[src/rtl/branch_predict_unit_if.sv]
// Branch unit bundle: fetch-side lookup, EX-side resolution,
// and performance counter readout.
interface branch_predict_unit_if #(
    parameter int XLEN  = 32,
    parameter int CNT_W = 16
);
    logic [XLEN-1:0]  IF_PC;
    logic             PRED_TAKEN;
    logic             EX_VALID;
    logic             BRANCH;
    logic [2:0]       FUNCT3;
    logic [XLEN-1:0]  RS1_VAL;
    logic [XLEN-1:0]  RS2_VAL;
    logic [XLEN-1:0]  EX_PC;
    logic             EX_PRED_TAKEN;
    logic             PCSrc;
    logic             MISPREDICT;
    logic             ILLEGAL;
    logic             CNT_CLR;
    logic [CNT_W-1:0] BR_COUNT;
    logic [CNT_W-1:0] MISS_COUNT;

    modport master (
        output IF_PC, EX_VALID, BRANCH, FUNCT3,
        output RS1_VAL, RS2_VAL, EX_PC, EX_PRED_TAKEN, CNT_CLR,
        input  PRED_TAKEN, PCSrc, MISPREDICT, ILLEGAL,
        input  BR_COUNT, MISS_COUNT
    );

    modport slave (
        input  IF_PC, EX_VALID, BRANCH, FUNCT3,
        input  RS1_VAL, RS2_VAL, EX_PC, EX_PRED_TAKEN, CNT_CLR,
        output PRED_TAKEN, PCSrc, MISPREDICT, ILLEGAL,
        output BR_COUNT, MISS_COUNT
    );
endinterface

[src/rtl/branch_predict_unit.sv]
// RV32I branch resolution with a PC-indexed 2-bit BHT predictor
// and saturating branch/mispredict counters.
module branch_predict_unit #(
    parameter int XLEN        = 32,
    parameter int BHT_ENTRIES = 16,
    parameter int CNT_W       = 16
) (
    input logic CLK,
    input logic RST_N,
    branch_predict_unit_if.slave bus
);
    localparam int IDX_W = $clog2(BHT_ENTRIES);

    logic [1:0]       bht [BHT_ENTRIES];
    logic [IDX_W-1:0] rd_idx;
    logic [IDX_W-1:0] wr_idx;
    logic             res;
    logic             legal;
    logic             cond;
    logic             eq;
    logic             lts;
    logic             ltu;
    logic [CNT_W-1:0] br_cnt;
    logic [CNT_W-1:0] miss_cnt;
    logic             unused;

    assign rd_idx = bus.IF_PC[IDX_W+1:2];
    assign wr_idx = bus.EX_PC[IDX_W+1:2];
    assign unused = ^{bus.IF_PC[XLEN-1:IDX_W+2], bus.IF_PC[1:0],
                      bus.EX_PC[XLEN-1:IDX_W+2], bus.EX_PC[1:0]};

    assign eq  = bus.RS1_VAL == bus.RS2_VAL;
    assign lts = $signed(bus.RS1_VAL) < $signed(bus.RS2_VAL);
    assign ltu = bus.RS1_VAL < bus.RS2_VAL;

    always_comb begin
        legal = 1'b1;
        cond  = 1'b0;
        unique case (bus.FUNCT3)
            3'b000: cond = eq;
            3'b001: cond = ~eq;
            3'b100: cond = lts;
            3'b101: cond = ~lts;
            3'b110: cond = ltu;
            3'b111: cond = ~ltu;
            default: legal = 1'b0;
        endcase
    end

    assign res            = bus.EX_VALID & bus.BRANCH;
    assign bus.PCSrc      = res & legal & cond;
    assign bus.ILLEGAL    = res & ~legal;
    assign bus.MISPREDICT = res & (bus.PCSrc != bus.EX_PRED_TAKEN);

    // Read is from the registered table: a same-index update is not bypassed.
    assign bus.PRED_TAKEN = bht[rd_idx][1];

    always_ff @(posedge CLK or negedge RST_N) begin
        if (!RST_N) begin
            for (int i = 0; i < BHT_ENTRIES; i++) begin
                bht[i] <= 2'b01;
            end
        end else if (res && legal) begin
            if (cond) begin
                if (bht[wr_idx] != 2'b11) begin
                    bht[wr_idx] <= bht[wr_idx] + 2'b01;
                end
            end else begin
                if (bht[wr_idx] != 2'b00) begin
                    bht[wr_idx] <= bht[wr_idx] - 2'b01;
                end
            end
        end
    end

    always_ff @(posedge CLK or negedge RST_N) begin
        if (!RST_N) begin
            br_cnt   <= '0;
            miss_cnt <= '0;
        end else if (bus.CNT_CLR) begin
            br_cnt   <= '0;
            miss_cnt <= '0;
        end else if (res) begin
            if (br_cnt != '1) begin
                br_cnt <= br_cnt + 1'b1;
            end
            if (bus.MISPREDICT && miss_cnt != '1) begin
                miss_cnt <= miss_cnt + 1'b1;
            end
        end
    end

    assign bus.BR_COUNT   = br_cnt;
    assign bus.MISS_COUNT = miss_cnt;
endmodule

[src/flat_wrapper.sv]
// flat-port wrapper written by rule: the top's interface ports become plain ports
module branch_predict_unit_flat 
#(
    parameter int XLEN        = 32,
    parameter int BHT_ENTRIES = 16,
    parameter int CNT_W       = 16
)
  (CLK, RST_N, bus_IF_PC, bus_EX_VALID, bus_BRANCH, bus_FUNCT3, bus_RS1_VAL, bus_RS2_VAL, bus_EX_PC, bus_EX_PRED_TAKEN, bus_CNT_CLR, bus_PRED_TAKEN, bus_PCSrc, bus_MISPREDICT, bus_ILLEGAL, bus_BR_COUNT, bus_MISS_COUNT);
  branch_predict_unit_if #(.XLEN(XLEN), .CNT_W(CNT_W)) bus_i ();
  input logic CLK;
  input logic RST_N;
  input wire logic [$bits(bus_i.IF_PC)-1:0] bus_IF_PC;
  input wire logic [$bits(bus_i.EX_VALID)-1:0] bus_EX_VALID;
  input wire logic [$bits(bus_i.BRANCH)-1:0] bus_BRANCH;
  input wire logic [$bits(bus_i.FUNCT3)-1:0] bus_FUNCT3;
  input wire logic [$bits(bus_i.RS1_VAL)-1:0] bus_RS1_VAL;
  input wire logic [$bits(bus_i.RS2_VAL)-1:0] bus_RS2_VAL;
  input wire logic [$bits(bus_i.EX_PC)-1:0] bus_EX_PC;
  input wire logic [$bits(bus_i.EX_PRED_TAKEN)-1:0] bus_EX_PRED_TAKEN;
  input wire logic [$bits(bus_i.CNT_CLR)-1:0] bus_CNT_CLR;
  output wire logic [$bits(bus_i.PRED_TAKEN)-1:0] bus_PRED_TAKEN;
  output wire logic [$bits(bus_i.PCSrc)-1:0] bus_PCSrc;
  output wire logic [$bits(bus_i.MISPREDICT)-1:0] bus_MISPREDICT;
  output wire logic [$bits(bus_i.ILLEGAL)-1:0] bus_ILLEGAL;
  output wire logic [$bits(bus_i.BR_COUNT)-1:0] bus_BR_COUNT;
  output wire logic [$bits(bus_i.MISS_COUNT)-1:0] bus_MISS_COUNT;
  assign bus_i.IF_PC = bus_IF_PC;
  assign bus_i.EX_VALID = bus_EX_VALID;
  assign bus_i.BRANCH = bus_BRANCH;
  assign bus_i.FUNCT3 = bus_FUNCT3;
  assign bus_i.RS1_VAL = bus_RS1_VAL;
  assign bus_i.RS2_VAL = bus_RS2_VAL;
  assign bus_i.EX_PC = bus_EX_PC;
  assign bus_i.EX_PRED_TAKEN = bus_EX_PRED_TAKEN;
  assign bus_i.CNT_CLR = bus_CNT_CLR;
  assign bus_PRED_TAKEN = bus_i.PRED_TAKEN;
  assign bus_PCSrc = bus_i.PCSrc;
  assign bus_MISPREDICT = bus_i.MISPREDICT;
  assign bus_ILLEGAL = bus_i.ILLEGAL;
  assign bus_BR_COUNT = bus_i.BR_COUNT;
  assign bus_MISS_COUNT = bus_i.MISS_COUNT;
  branch_predict_unit #(.XLEN(XLEN), .BHT_ENTRIES(BHT_ENTRIES), .CNT_W(CNT_W)) u_core (.CLK(CLK), .RST_N(RST_N), .bus(bus_i));
endmodule
[config.mk]
export PLATFORM = sky130hd
export DESIGN_NAME = branch_predict_unit_flat
export DESIGN_NICKNAME = d
export VERILOG_FILES = /design/src/rtl/branch_predict_unit_if.sv /design/src/rtl/branch_predict_unit.sv /design/src/flat_wrapper.sv
export SDC_FILE = /design/constraint.sdc
export NUM_CORES = 1
export LEC_CHECK = 0
export CAP_MARGIN = 20
export CORE_ASPECT_RATIO = 0.5
export CORE_MARGIN = 3
export CORE_UTILIZATION = 40
export CTS_BUF_LIST = sky130_fd_sc_hd__clkbuf_16
export CTS_CLUSTER_DIAMETER = 30
export CTS_CLUSTER_SIZE = 8
export DETAILED_ROUTE_END_ITERATION = 10
export PLACE_DENSITY = 0.72
export SYNTH_ARGS = -nofsm -noshare
export SYNTH_HDL_FRONTEND = slang
export SYNTH_SLANG_ARGS = --single-unit
[constraint.sdc]
create_clock -name CLK -period 14.83 [get_ports CLK]
set_input_delay 4.449 -clock CLK [delete_from_list [all_inputs] [get_ports CLK]]
set_output_delay 4.449 -clock CLK [all_outputs]
set_load 0.02 [all_outputs]
=== Yosys cells after proc, flatten, opt, wreduce, memory -nomap -nowiden ===
Index checks and enable logic that the tools add are counted.

* Flip-flop bits (word level): 64
* Latch bits: 0
* Output and inout bits: 36
* Input bits: 137
* ROM bits: 0
* Logic and storage cells: 83
* RAM bits: 0
* Memories kept: 0

* $lt $le $gt $ge: 5
* Equality and inequality tests: 11
* Multiply operators: 0
* Multiplexer cells: 21
* Shift operators: 0
* Bitwise gates (word level): 11
* Div/mod/pow operators: 0
* Add/sub/neg operators: 4
* Reduce and logical (&&, ||, !) cells: 13

{| class="wikitable"
|+ Operator list
! cell !! number
|-
| 2-to-1 mux 16 bit || 6
|-
| 2-to-1 mux 32 bit || 3
|-
| bitwise mux 32 bit || 2
|-
| less-than comparator 32 bit || 2
|-
| adder 16 x 1 -> 16 bit (second input constant) || 2
|-
| == test 32 bit || 1
|-
| inequality test 16 bit (second input constant) || 2
|-
| binary-select mux 2 bit (select 4 bit) || 2
|-
| == test 3 bit (second input constant) || 4
|-
| >= comparator 5 bit (second input constant) || 2
|-
| 2-to-1 mux 2 bit || 5
|-
| NOT 4 -> 5 bit || 2
|-
| nonzero test 2 bit || 5
|-
| demux 2 bit (select 4 bit) || 1
|-
| one-hot mux 1 bit (6 select lines) || 1
|-
| OR reduction 6 bit || 1
|-
| bitwise AND 1 bit || 5
|-
| less-than comparator 5 x 1 -> 1 bit (second input constant) || 1
|-
| inequality test 2 bit (second input constant) || 2
|-
| NOT 1 bit || 4
|-
| AND reduction 2 bit || 2
|-
| == test 3 x 1 -> 1 bit (second input constant) || 1
|-
| logical AND 1 bit || 3
|-
| zero test 3 bit || 1
|-
| 5 further kinds || 5
|}

=== Depth between registers and ports, before layout ===
* Depth in word-level cells: 11
* Depth in mapped cells: 15
* Depth with buffers taken out: 12

=== Worst setup path before layout ===
OpenSTA, ideal clock, no wires.

* Path type: input -> output
* Start point: input bus_RS2_VAL[14]
* End point: output bus_MISPREDICT
* Path buffers: 1
* Required time: 10.381 ns
* Cell stages on the path: 11
* Setup slack: 3.382 ns
* Arrival time: 6.999 ns
* Path through: inv_1 > ha_1 > nand4_2 > or4_4 > or4_4 > a21o_1 > o41ai_1 > nor2_1 > buf_4 > xnor2_1 > nor2_1

* Word-level cells in the longest chain between the ends: 6
* Elaborated cells between the ends (all ways): 10

{| class="wikitable"
|+ Ends and longest elaborated chain
! element !! RTL line !! source
|-
| start, declared || flat_wrapper.sv:17 || <nowiki>input wire logic [$bits(bus_i.RS2_VAL)-1:0] bus_RS2_VAL;</nowiki>
|-
| less-than comparator 32 bit, or another cell as far along || branch_predict_unit.sv:34 || <nowiki>assign ltu = bus.RS1_VAL < bus.RS2_VAL;</nowiki>
|-
| NOT 1 bit, on equally long branches || branch_predict_unit.sv:45, branch_predict_unit.sv:41, branch_predict_unit.sv:43 ||
|-
| one-hot mux 1 bit (6 select lines) (*) || branch_predict_unit.sv:39 || <nowiki>unique case (bus.FUNCT3)</nowiki>
|-
| bitwise AND 1 bit (*) || branch_predict_unit.sv:51 || <nowiki>assign bus.PCSrc = res & legal & cond;</nowiki>
|-
| inequality test 1 bit (*) || branch_predict_unit.sv:53 || <nowiki>assign bus.MISPREDICT = res & (bus.PCSrc != bus.EX_PRED_TAKEN);</nowiki>
|-
| bitwise AND 1 bit (*) || branch_predict_unit.sv:53 ||
|-
| end, declared || flat_wrapper.sv:23 || <nowiki>output wire logic [$bits(bus_i.MISPREDICT)-1:0] bus_MISPREDICT;</nowiki>
|}

Every way passes the cells marked *; elsewhere a longest branch is shown, timed or not.

=== Worst setup path after layout ===
* Start point: input bus_RS2_VAL[10]
* End point: output bus_MISPREDICT

The elaborated chain is that of the path after synthesis.

==> metrics <==
adder-cell area share of the yosys netlist 0.0910; Slew Viols, Final 0; Crit Path Class in -> out; top cell type's share of synthesized area 0.243; most common cell in the netlist dfrtp_1; initial DRC count between 200 and 250; Fillers 1,016; Hold Fails Final Rpt 0; Post-CTS Hold Buffers 0; Synth Cell Area 4950 µm²; largest family of logic cells by synthesized area simple AND/OR/NAND/NOR gates; worst-case reg-to-reg path depth 9; syn nets 651; Layout area overhead 33.2%; GRT Total Usage 0.175; Yosys cell types 62; DRT antenna net count 0; Vias/cell 5.29; Ports 173; antenna cells 0; Hold WS approximately 0.53 ns; post-synthesis sequential area ratio 0.328; ys flop type dfrtp_1; Max Cap Viol 0; Post-synth EDFFs 0; final setup violation count 0; CP startpoint bus_RS2_VAL[10]; clock sinks 64; mux contribution to synthesized area 0.195; register bit total from synthesis 64; first-pass GRT wire length roughly 20 mm; CP endpoint kind primary output; Crit path required time 10.38 ns; max_slew headroom 0.394; maximum fanout along the worst path 10; CTS resizes 0; CTS buffer count 9; Compound-Gate Fraction of Synth Area 0.0675; run status completed; CP max-delay cell o41ai_1; worst slew pin tran 0.897 ns; RSZ-0062 raised after global routing no; vias in the first global route 4,072; iteration count of the initial detailed-routing pass 5; Yosys top cell by area dfrtp_1; CTS root buf clkbuf_16; initial core utilization 0.414; Syn. warnings 0; Pwr per Cell Area 93.8 nW/µm²; Post-synth ARST share 1.00; flop2flop setup slack 11.47 ns; Mapped Cells 478; cell chain of the critical path clkdlybuf4s50_1 -> inv_1 -> ha_1 -> a21oi_1 -> nand2_1 -> a221oi_1 -> nor3_1 -> o41ai_1 -> nor2_1 -> buf_4 -> xnor2_1 -> nor2_1 -> clkdlybuf4s50_1; Power Total 0.000619 W; largest net degree at the start of global routing 65; Max VDD drop 0.0538 mV; flip-flop and latch area approximately 1600 µm²; H-tree depth 3; simple-gate area share of the yosys netlist 0.238; leakage 2.77 nW; Routed WL 11.7 mm; DIE AREA between 10,000 and 15,000 µm²; Setup TNS Final 0 ns; DRC viols 0; clk_skew 0.00572 ns; row count 28; GPL Wtd Cong 0.811; Final min period 12.68 ns; total grt overflow 0; Critical Path Source Type primary input; Avg Inst Size Synth between 10 and 15 µm²; Post-CTS Setup Bufs 0; crit-path max cell delay 0.82 ns; area occupied by multi-input gates 3070 µm²; Port-buffer cells 116; core area 11,900 µm²; fin crit share 0.855; Max Fclk 0.0788 GHz; worst path buffer plus inverter count 4; number of antenna violations at the first check in global routing 0; WP depth 13; xor-xnor portion of the synthesized cell area 0.0265; Top delay family on crit path buffers and inverters; Die Y 84.7 µm; Critical Path End bus_MISPREDICT; reg-to-reg critical path endpoint u_core.bht[5]$_DFFE_PN0P_; CTS tree done; Worst-path clk slew 0.05 ns; R2R Path Start u_core.bht[5]$_DFFE_PN0P_; CTS max path bufs 2; routed vias 4,045; DR WL/cell 15.3 µm; layout cells sized above 1 0.210; Final nets 768; dpl hpwl 8.87 mm; chip width 163 µm; top cells by area, synth dfrtp_1 (24%), mux2_2 (10%), ha_1 (9.1%); top post-synthesis cells by count dfrtp_1 (48), mux2_2 (44), nor2_1 (41); arrival time of the worst setup path 8.24 ns; worst hold-check path type reg -> reg; Worst-Skew Late Latency 0.34 ns
[cells in the final DEF, fill, tap and decap left out, drive strengths merged, types with 2 or more instances in the layout]
cell type / instances
buf: 8
nand2: 25
a21oi: 18
bufinv: 3
nor2: 41
nand4: 19
clkbuf: 9
and4: 5
clkdlybuf4s50: 115
nor4: 17
a2111o: 2
o21ai: 12
or4: 3
xnor2: 7
nor2b: 15
dfstp: 16
and3: 5
a31oi: 2
mux2i: 11
and2: 3
ha: 36
o41ai: 3
xor2: 8
or2b: 6
nand2b: 2
o211ai: 3
or3: 4
mux2: 48
or2: 4
nor4bb: 5
clkinv: 2
nand3: 18
dfrtp: 48
inv: 40
mux4: 14
nor3: 8
[kinds of logic (layout without fill, tap and decap cells)]
family,Yosys count,in the layout
buf+inv,56,178
compound gates,51,51
fa+ha+maj,36,36
mux,73,73
flops,64,64
xor+xnor,15,15
simple gates,183,183
[worst reg2reg max path: cells and delay by family, from the launching register on]
family	cells	cell delay (ns)
DFF	1	0.40
AOI/OAI and AO/OA	2	0.28
muxes	3	1.38
buffers and inverters	1	0.23
and+or+nand+nor	2	0.72
adders and majority gates	1	0.22
[cell type report]
| type | instances | share of cell area |
|---|---|---|
| sequential | 64 | 0.246 |
| multi-input combinational | 358 | 0.465 |
| inverter | 39 | 0.0222 |
| tap | 165 | 0.0313 |
| clock inverter | 7 | 0.0180 |
| timing repair buffer | 123 | 0.183 |
| clock buffer | 9 | 0.0341 |
[stage by stage]
stage / instance area [µm²] / utilization / cells / setup WS [ns]
global route: 6600 / 0.552 / 765 / 1.92
global placement: 6240 / 0.523 / 748 / 2.24
floorplan: 4950 / - / 478 / 3.38
CTS: 6590 / 0.551 / 764 / 2.18
detailed placement: 6240 / 0.523 / 748 / 2.16
finish: 6600 / 0.552 / 765 / 2.15
[metal layers]
| layer | wire length (µm) | track usage | share of wire |
|---|---|---|---|
| met5 | 0 | 0 | 0 |
| met4 | 101 | 0.0399 | 0.0086 |
| met3 | 542 | 0.0424 | 0.046 |
| met2 | 5650 | 0.292 | 0.48 |
| met1 | 5430 | 0.233 | 0.46 |
[power breakdown]
part | total [W] | leakage, nW | internal (W) | switching (W)
Combinational | 0.000152 | 1.78 | 0.0000816 | 0.0000704
Clock | 0.000247 | 0.164 | 0.000164 | 0.0000822
Sequential | 0.000220 | 0.825 | 0.000205 | 0.0000151
Total | 0.000619 | 2.77 | 0.000451 | 0.000168
[worst min path at each step]
stage	endpoint	cells after the start	startpoint
after floorplan	u_core.bht[11]$_DFFE_PN0P_	1	u_core.bht[11]$_DFFE_PN0P_
final	u_core.bht[25]$_DFFE_PN0P_	1	u_core.bht[25]$_DFFE_PN0P_
after detailed placement	u_core.bht[23]$_DFFE_PN0P_	1	u_core.bht[23]$_DFFE_PN0P_
after CTS	u_core.bht[23]$_DFFE_PN0P_	1	u_core.bht[23]$_DFFE_PN0P_
after global routing	u_core.bht[3]$_DFFE_PN0P_	1	u_core.bht[3]$_DFFE_PN0P_
after global placement	u_core.bht[25]$_DFFE_PN0P_	1	u_core.bht[25]$_DFFE_PN0P_
(Power assumes the default switching activity.)
